[src/rtl/control_unit_seq.sv]
// Sequencing control unit: IDLE/RUN/WAIT/HALT FSM, opcode decode to
// datapath control lines, and a saturating retired-instruction counter.
module control_unit_seq #(
   parameter int CNT_W = 16
) (
   input  logic             clk,
   input  logic             reset,
   input  logic [5:0]       opcode,
   input  logic             zero,
   input  logic             start,
   input  logic             step_mode,
   output logic             s_inc,
   output logic             s_inm,
   output logic             we,
   output logic             wez,
   output logic [2:0]       ALUOp,
   output logic             pc_en,
   output logic             busy,
   output logic             halted,
   output logic [CNT_W-1:0] instr_count
);

   typedef enum logic [1:0] {
      IDLE = 2'd0,
      RUN  = 2'd1,
      WAIT = 2'd2,
      HALT = 2'd3
   } state_t;

   localparam logic [5:0] OP_J    = 6'b110000;
   localparam logic [5:0] OP_JZ   = 6'b110001;
   localparam logic [5:0] OP_JNZ  = 6'b110010;
   localparam logic [5:0] OP_HALT = 6'b111111;

   state_t state, state_nx;

   logic is_alu;
   logic is_ldi;
   logic is_j;
   logic is_jz;
   logic is_jnz;
   logic is_halt;

   assign is_alu  = ~opcode[5];
   assign is_ldi  = (opcode[5:2] == 4'b1000);
   assign is_j    = (opcode == OP_J);
   assign is_jz   = (opcode == OP_JZ);
   assign is_jnz  = (opcode == OP_JNZ);
   assign is_halt = (opcode == OP_HALT);

   always_ff @(posedge clk) begin
      if (!reset) state <= IDLE;
      else        state <= state_nx;
   end

   always_comb begin
      state_nx = state;
      unique case (state)
         IDLE: if (start) state_nx = RUN;
         RUN: begin
            if (is_halt)        state_nx = HALT;
            else if (step_mode) state_nx = WAIT;
            else                state_nx = RUN;
         end
         WAIT: if (start) state_nx = RUN;
         HALT: state_nx = HALT;
         default: state_nx = IDLE;
      endcase
   end

   // Outputs hold their quiet values outside RUN; decode only in RUN.
   always_comb begin
      s_inc = 1'b1;
      s_inm = 1'b0;
      we    = 1'b0;
      wez   = 1'b0;
      ALUOp = 3'b000;
      pc_en = 1'b0;
      if (state == RUN) begin
         pc_en = 1'b1;
         unique case (1'b1)
            is_alu: begin
               ALUOp = opcode[4:2];
               we    = 1'b1;
               wez   = 1'b1;
            end
            is_ldi: begin
               s_inm = 1'b1;
               we    = 1'b1;
            end
            is_j:    s_inc = 1'b0;
            is_jz:   s_inc = ~zero;
            is_jnz:  s_inc = zero;
            is_halt: pc_en = 1'b0;
            default: ;
         endcase
      end
   end

   always_ff @(posedge clk) begin
      if (!reset)
         instr_count <= '0;
      else if (state == RUN && !is_halt && !(&instr_count))
         instr_count <= instr_count + 1'b1;
   end

   assign busy   = (state == RUN);
   assign halted = (state == HALT);

endmodule

[config.mk]
export PLATFORM = sky130hd
export DESIGN_NAME = control_unit_seq
export DESIGN_NICKNAME = d
export VERILOG_FILES = /design/src/rtl/control_unit_seq.sv
export SDC_FILE = /design/constraint.sdc
export NUM_CORES = 1
export LEC_CHECK = 0
export BUFFER_PORTS_ARGS = -buffer_cell sky130_fd_sc_hd__buf_2
export CORE_ASPECT_RATIO = 0.9
export CORE_UTILIZATION = 53
export DETAILED_ROUTE_END_ITERATION = 8
export GPL_TIMING_DRIVEN = 0
export PLACE_DENSITY = 0.84
export SLEW_MARGIN = 20
export SYNTH_ARGS = -nofsm -noshare
export SYNTH_HDL_FRONTEND = slang
export SYNTH_SLANG_ARGS = --single-unit
[constraint.sdc]
create_clock -name clk -period 2.6 [get_ports clk]
set_input_delay 0.78 -clock clk [delete_from_list [all_inputs] [get_ports clk]]
set_output_delay 0.78 -clock clk [all_outputs]
set_load 0.02 [all_outputs]
[After elaboration in Yosys (flattened, before gate mapping)]
Cells that the tools add are included.
Storage, ports and cells
  output and inout port bits: 26
  input bits: 11
  bits in registers: 18
Operators by class
  muxes and demuxes: 16
  bitwise operators: 2
  reduce and logical (&&, ||, !) cells: 8
  eq/ne operators: 9
  add/subtract/negate cells: 1
Operators with widths (number)
  == test 6 bit, second input constant: 4
  adder 16 x 1 -> 16 bit, second input constant: 1
  AND reduction 16 bit: 1
  2-to-1 mux 1 bit: 9
  2-to-1 mux 2 bit: 3
  2-to-1 mux 3 bit: 2
  case mux 2 bit (3 select lines): 1
  == test 2 bit, second input constant: 2
  == test 4 bit, second input constant: 1
  OR reduction 2 bit: 2
  case mux 1 bit (3 select lines): 1
  == test 2 x 1 -> 1 bit, second input constant: 1
  logical AND 1 bit: 2
  zero test 1 bit: 2
  zero test 2 bit: 1
  != test 2 x 1 -> 1 bit, second input constant: 1
  NOT 1 bit: 2

[Longest topological paths before layout]
  word-level depth: 4
  gate-level depth with buffers: 7
  gate-level depth less buffers: 6

[Worst setup path before layout]
No wires, ideal clock.
  path type: input-to-output
  start point: in opcode[1]
  end point: out pc_en
  required time: 1.820 ns
  arrival: 1.450 ns
  slack: 0.370 ns
  path buffers: 1
  stages: 4
  path through: nand4_1 > o21ai_2 > buf_6 > clkinv_1
Between the ends
  cells in the longest elaborated chain, start to end: 3
Ends and longest elaborated chain
  from (decl): RTL line 8  | input logic [5:0] opcode,
  == test 6 bit: RTL line 49  | assign is_halt = (opcode == OP_HALT);
  2-to-1 mux 1 bit: RTL line 81  | unique case (1'b1)
  2-to-1 mux 1 bit: RTL line 79  | if (state == RUN) begin
  to (decl): RTL line 17  | output logic pc_en,
Every way passes these cells.

[Worst setup path in the final report]
  start point: in opcode[5]
  end point: out pc_en
The elaborated chain is that of the path after synthesis.

==> results.sh <==
export IMPL_synth_seq_area_share_pct=32.8
export IMPL_grt_ovfl_total=0
export IMPL_route_met3_wl_um=161
export IMPL_setup_violations=0
export IMPL_critPathCaptureType="primary output"
export IMPL_drc=0
export IMPL_rsz0062_at_grt="false"
export IMPL_grt_total_usage_pct=24.5
export IMPL_ys_types=38
export IMPL_max_cap_violations=0
export IMPL_r2r_end="instr_count[13]"
export IMPL_peakVddDrop_mv=0.380
export IMPL_syn_avg_cell_area_sq_um=8.51
export IMPL_tns_ns=0
export IMPL_dp_hpwl_um=2050
export IMPL_async_flop_share_pct=0
export IMPL_path_cells="buf_2 -> nand4_1 -> o21ai_2 -> buf_6 -> clkinvlp_4 -> buf_2"
export IMPL_via_per_inst=5.98
export IMPL_path_delay_family="buffers and inverters"
export IMPL_max_freq_mhz=395
export IMPL_io_buffers=36
export IMPL_p_leak_nw=0.592
export IMPL_top_layer_used="met4"
export IMPL_hold_path_depth=2
export IMPL_slowest_delay_ns=0.22
export IMPL_reg2reg_slack_ns=0.85
export IMPL_gp_congestion=0.832
export IMPL_clk_pin_slew_ns=0.10
export IMPL_syn_nets=141
export IMPL_r2r_cells=6
export IMPL_rows=15
export IMPL_crit_top_cell="buf_2"
export IMPL_fin_area_sq_um=1380
export IMPL_critical_path_arrival_ns=1.75
export IMPL_clkLatencyLatePin_ns=0.29
export IMPL_cts_tree="built"
export IMPL_avgRoutedWirePerCell_um=13.9
export IMPL_numCtsBuffers=3
export IMPL_r2r_start="instr_count[0]"
export IMPL_tightest_slew_ns=0.337
export IMPL_path_max_fanout=10
export IMPL_slowest_stage="o21ai_2"
export IMPL_synth_warnings=0
export IMPL_hold_path_class="reg2reg"
export IMPL_fp_coreArea_sq_um=1930
export IMPL_cp_num_buf_inv=4
export IMPL_met2RoutedLength_um=1370
export IMPL_final_core_util_pct=71.3
export IMPL_wl_met1_um=1210
export IMPL_clkSinkCount=18
export IMPL_ys_flop_type="dfxtp_1"
export IMPL_final_max_slew_viol_count=0
export IMPL_initial_core_util_pct=56.8
export IMPL_status="complete, no violations"
export IMPL_grt_max_degree=11
export IMPL_syn_area_sq_um=1100
export IMPL_max_clock_path_buffers=2
export IMPL_critPathRequiredTime_ns=1.82
export IMPL_cts_root_buf="clkbuf_4"
export IMPL_fin_crit_sh_pct=97.3
export IMPL_drt_iter0_drc=39
export IMPL_die_x_um=50.0
export IMPL_hp_start="state[1]"
export IMPL_worst_hold_path_endpoint="state[1]"
export IMPL_fill_cells=160
export IMPL_nets=186
export IMPL_grt_pass1_vias=967
export IMPL_synth_edf_count=0
export IMPL_vias=1184
export IMPL_finClkSkew_ns=0.00225
export IMPL_drt_pass1_iter_count=4
export IMPL_drive_gt1_share_pct=35.8
export IMPL_hold_slack_ns=0.508
export IMPL_period_needed_ns=2.53
export IMPL_h_tree_depth=1
export IMPL_synth_seq_cells=18
export IMPL_io_pins=37
export IMPL_dieHeight_um=45.2
export IMPL_grt_pass1_wl_um=4210
export IMPL_cp_start_kind="primary input"
export IMPL_syn_inst=129
export IMPL_crit_type="in2out"
export IMPL_syn2layout_area_growth_pct=25.7
export IMPL_antenna_found_initial=0
export IMPL_max_slew_margin_pct=77.3
export IMPL_die_area_sq_um=2260
export IMPL_power_density_nw_per_um2=395
export IMPL_dpl_cell_area_sq_um=1310
export IMPL_diodes=0
export IMPL_hold_viol_final=0
export IMPL_ant_nets=0
export IMPL_routed_wirelength_um=2760
## worst max path at each step
stage | cells after the start | slack (ns) | from | end
2_1_floorplan | 4 | 0.37 | opcode[1] | pc_en
3_3_place_gp | 6 | 0.04 | opcode[5] | pc_en
3_5_place_dp | 6 | 0.02 | opcode[5] | pc_en
4_1_cts | 6 | 0.03 | opcode[5] | pc_en
5_1_grt | 6 | 0.02 | opcode[5] | pc_en
6_report | 6 | 0.07 | opcode[5] | pc_en
## routing by layer
layer	up-vias	track usage (%)
li1	581	-
met1	553	30.9
met2	46	43.8
met3	4	5.72
met4	0	3.43
met5	-	0
## logic make-up (layout without fill, tap and decap cells)
group / Yosys count / after routing / share of synthesized area (%)
simple gates: 65 / 65 / 36.0
compound gates: 29 / 29 / 17.1
flops: 18 / 18 / 32.8
buf+inv: 10 / 54 / 7.41
mux: 6 / 6 / 5.47
fa+ha+maj: 1 / 1 / 1.14
## synth_stat cells, types with 4 or more instances
master / number / area share [%]
or4_1: 5 / 3.4
and2_1: 4 / 2.3
nand2b_1: 5 / 2.9
mux2i_1: 6 / 5.5
nand4_1: 6 / 3.4
o21ai_0: 4 / 1.8
o31ai_1: 6 / 4.1
nand3_1: 11 / 5.0
nand2_1: 12 / 4.1
dfxtp_1: 18 / 33
a21oi_1: 10 / 4.6
nor2_1: 6 / 2.1
## through the flow
stage,power (mW),setup slack (ns),instances
3_3_place_gp,0.368,0.0448,190
4_1_cts,0.541,0.0251,194
6_report,0.544,0.0700,198
5_1_grt,0.568,0.0154,198
3_5_place_dp,0.371,0.0248,190
2_1_floorplan,0.341,0.370,129
## flip-flops by register name (all words and copies together), names as in the netlist
register     flops
state            2
instr_count     16
## report_power, final
part           internal, mW  switching [mW]
clock                0.0852          0.0853
combinational        0.0375          0.0508
sequential            0.280         0.00566
## what timing repair did
| action | 4_1_cts | 5_1_grt |
|---|---|---|
| gates resized for setup | 0 | 1 |
| hold endpoints to repair | 0 | 0 |
| hold buffers | 0 | 0 |
| setup buffers | 0 | 4 |
| setup endpoints to repair | 0 | 1 |
## cell type report
cell class,count,area (sq um),share of cell area [%]
timing repair buffer,40,210,15.2
sequential,18,360,26.1
clock buffer,4,36.3,2.63
multi-input combinational,101,656,47.6
tap,25,31.3,2.27
buffer,5,61.3,4.45
inverter,5,23.8,1.72
## layout by cell type, fill, tap and decap left out, drive strengths merged
master / n
nand2b: 6
nor3: 2
buf: 43
nor4: 3
nand3: 11
o21ai: 5
and2: 4
and4: 6
clkinv: 2
dfxtp: 18
nor2: 6
a32oi: 1
a311oi: 1
or4: 5
and3: 2
mux2i: 6
a41oi: 1
clkinvlp: 1
nand2: 12
a21oi: 10
nand4: 6
o31a: 1
or3: 2
o211ai: 1
clkbuf: 6
a31oi: 1
o21a: 1
o31ai: 6
inv: 2
ha: 1
o22ai: 1
## worst reg2reg max path, cell delays in order (launching register included)
cell	delay (ns)
dfxtp_1	0.38
ha_1	0.26
and4_4	0.23
and4_4	0.19
buf_6	0.14
nor4_2	0.29
mux2i_1	0.20
(Power assumes the default switching activity.)
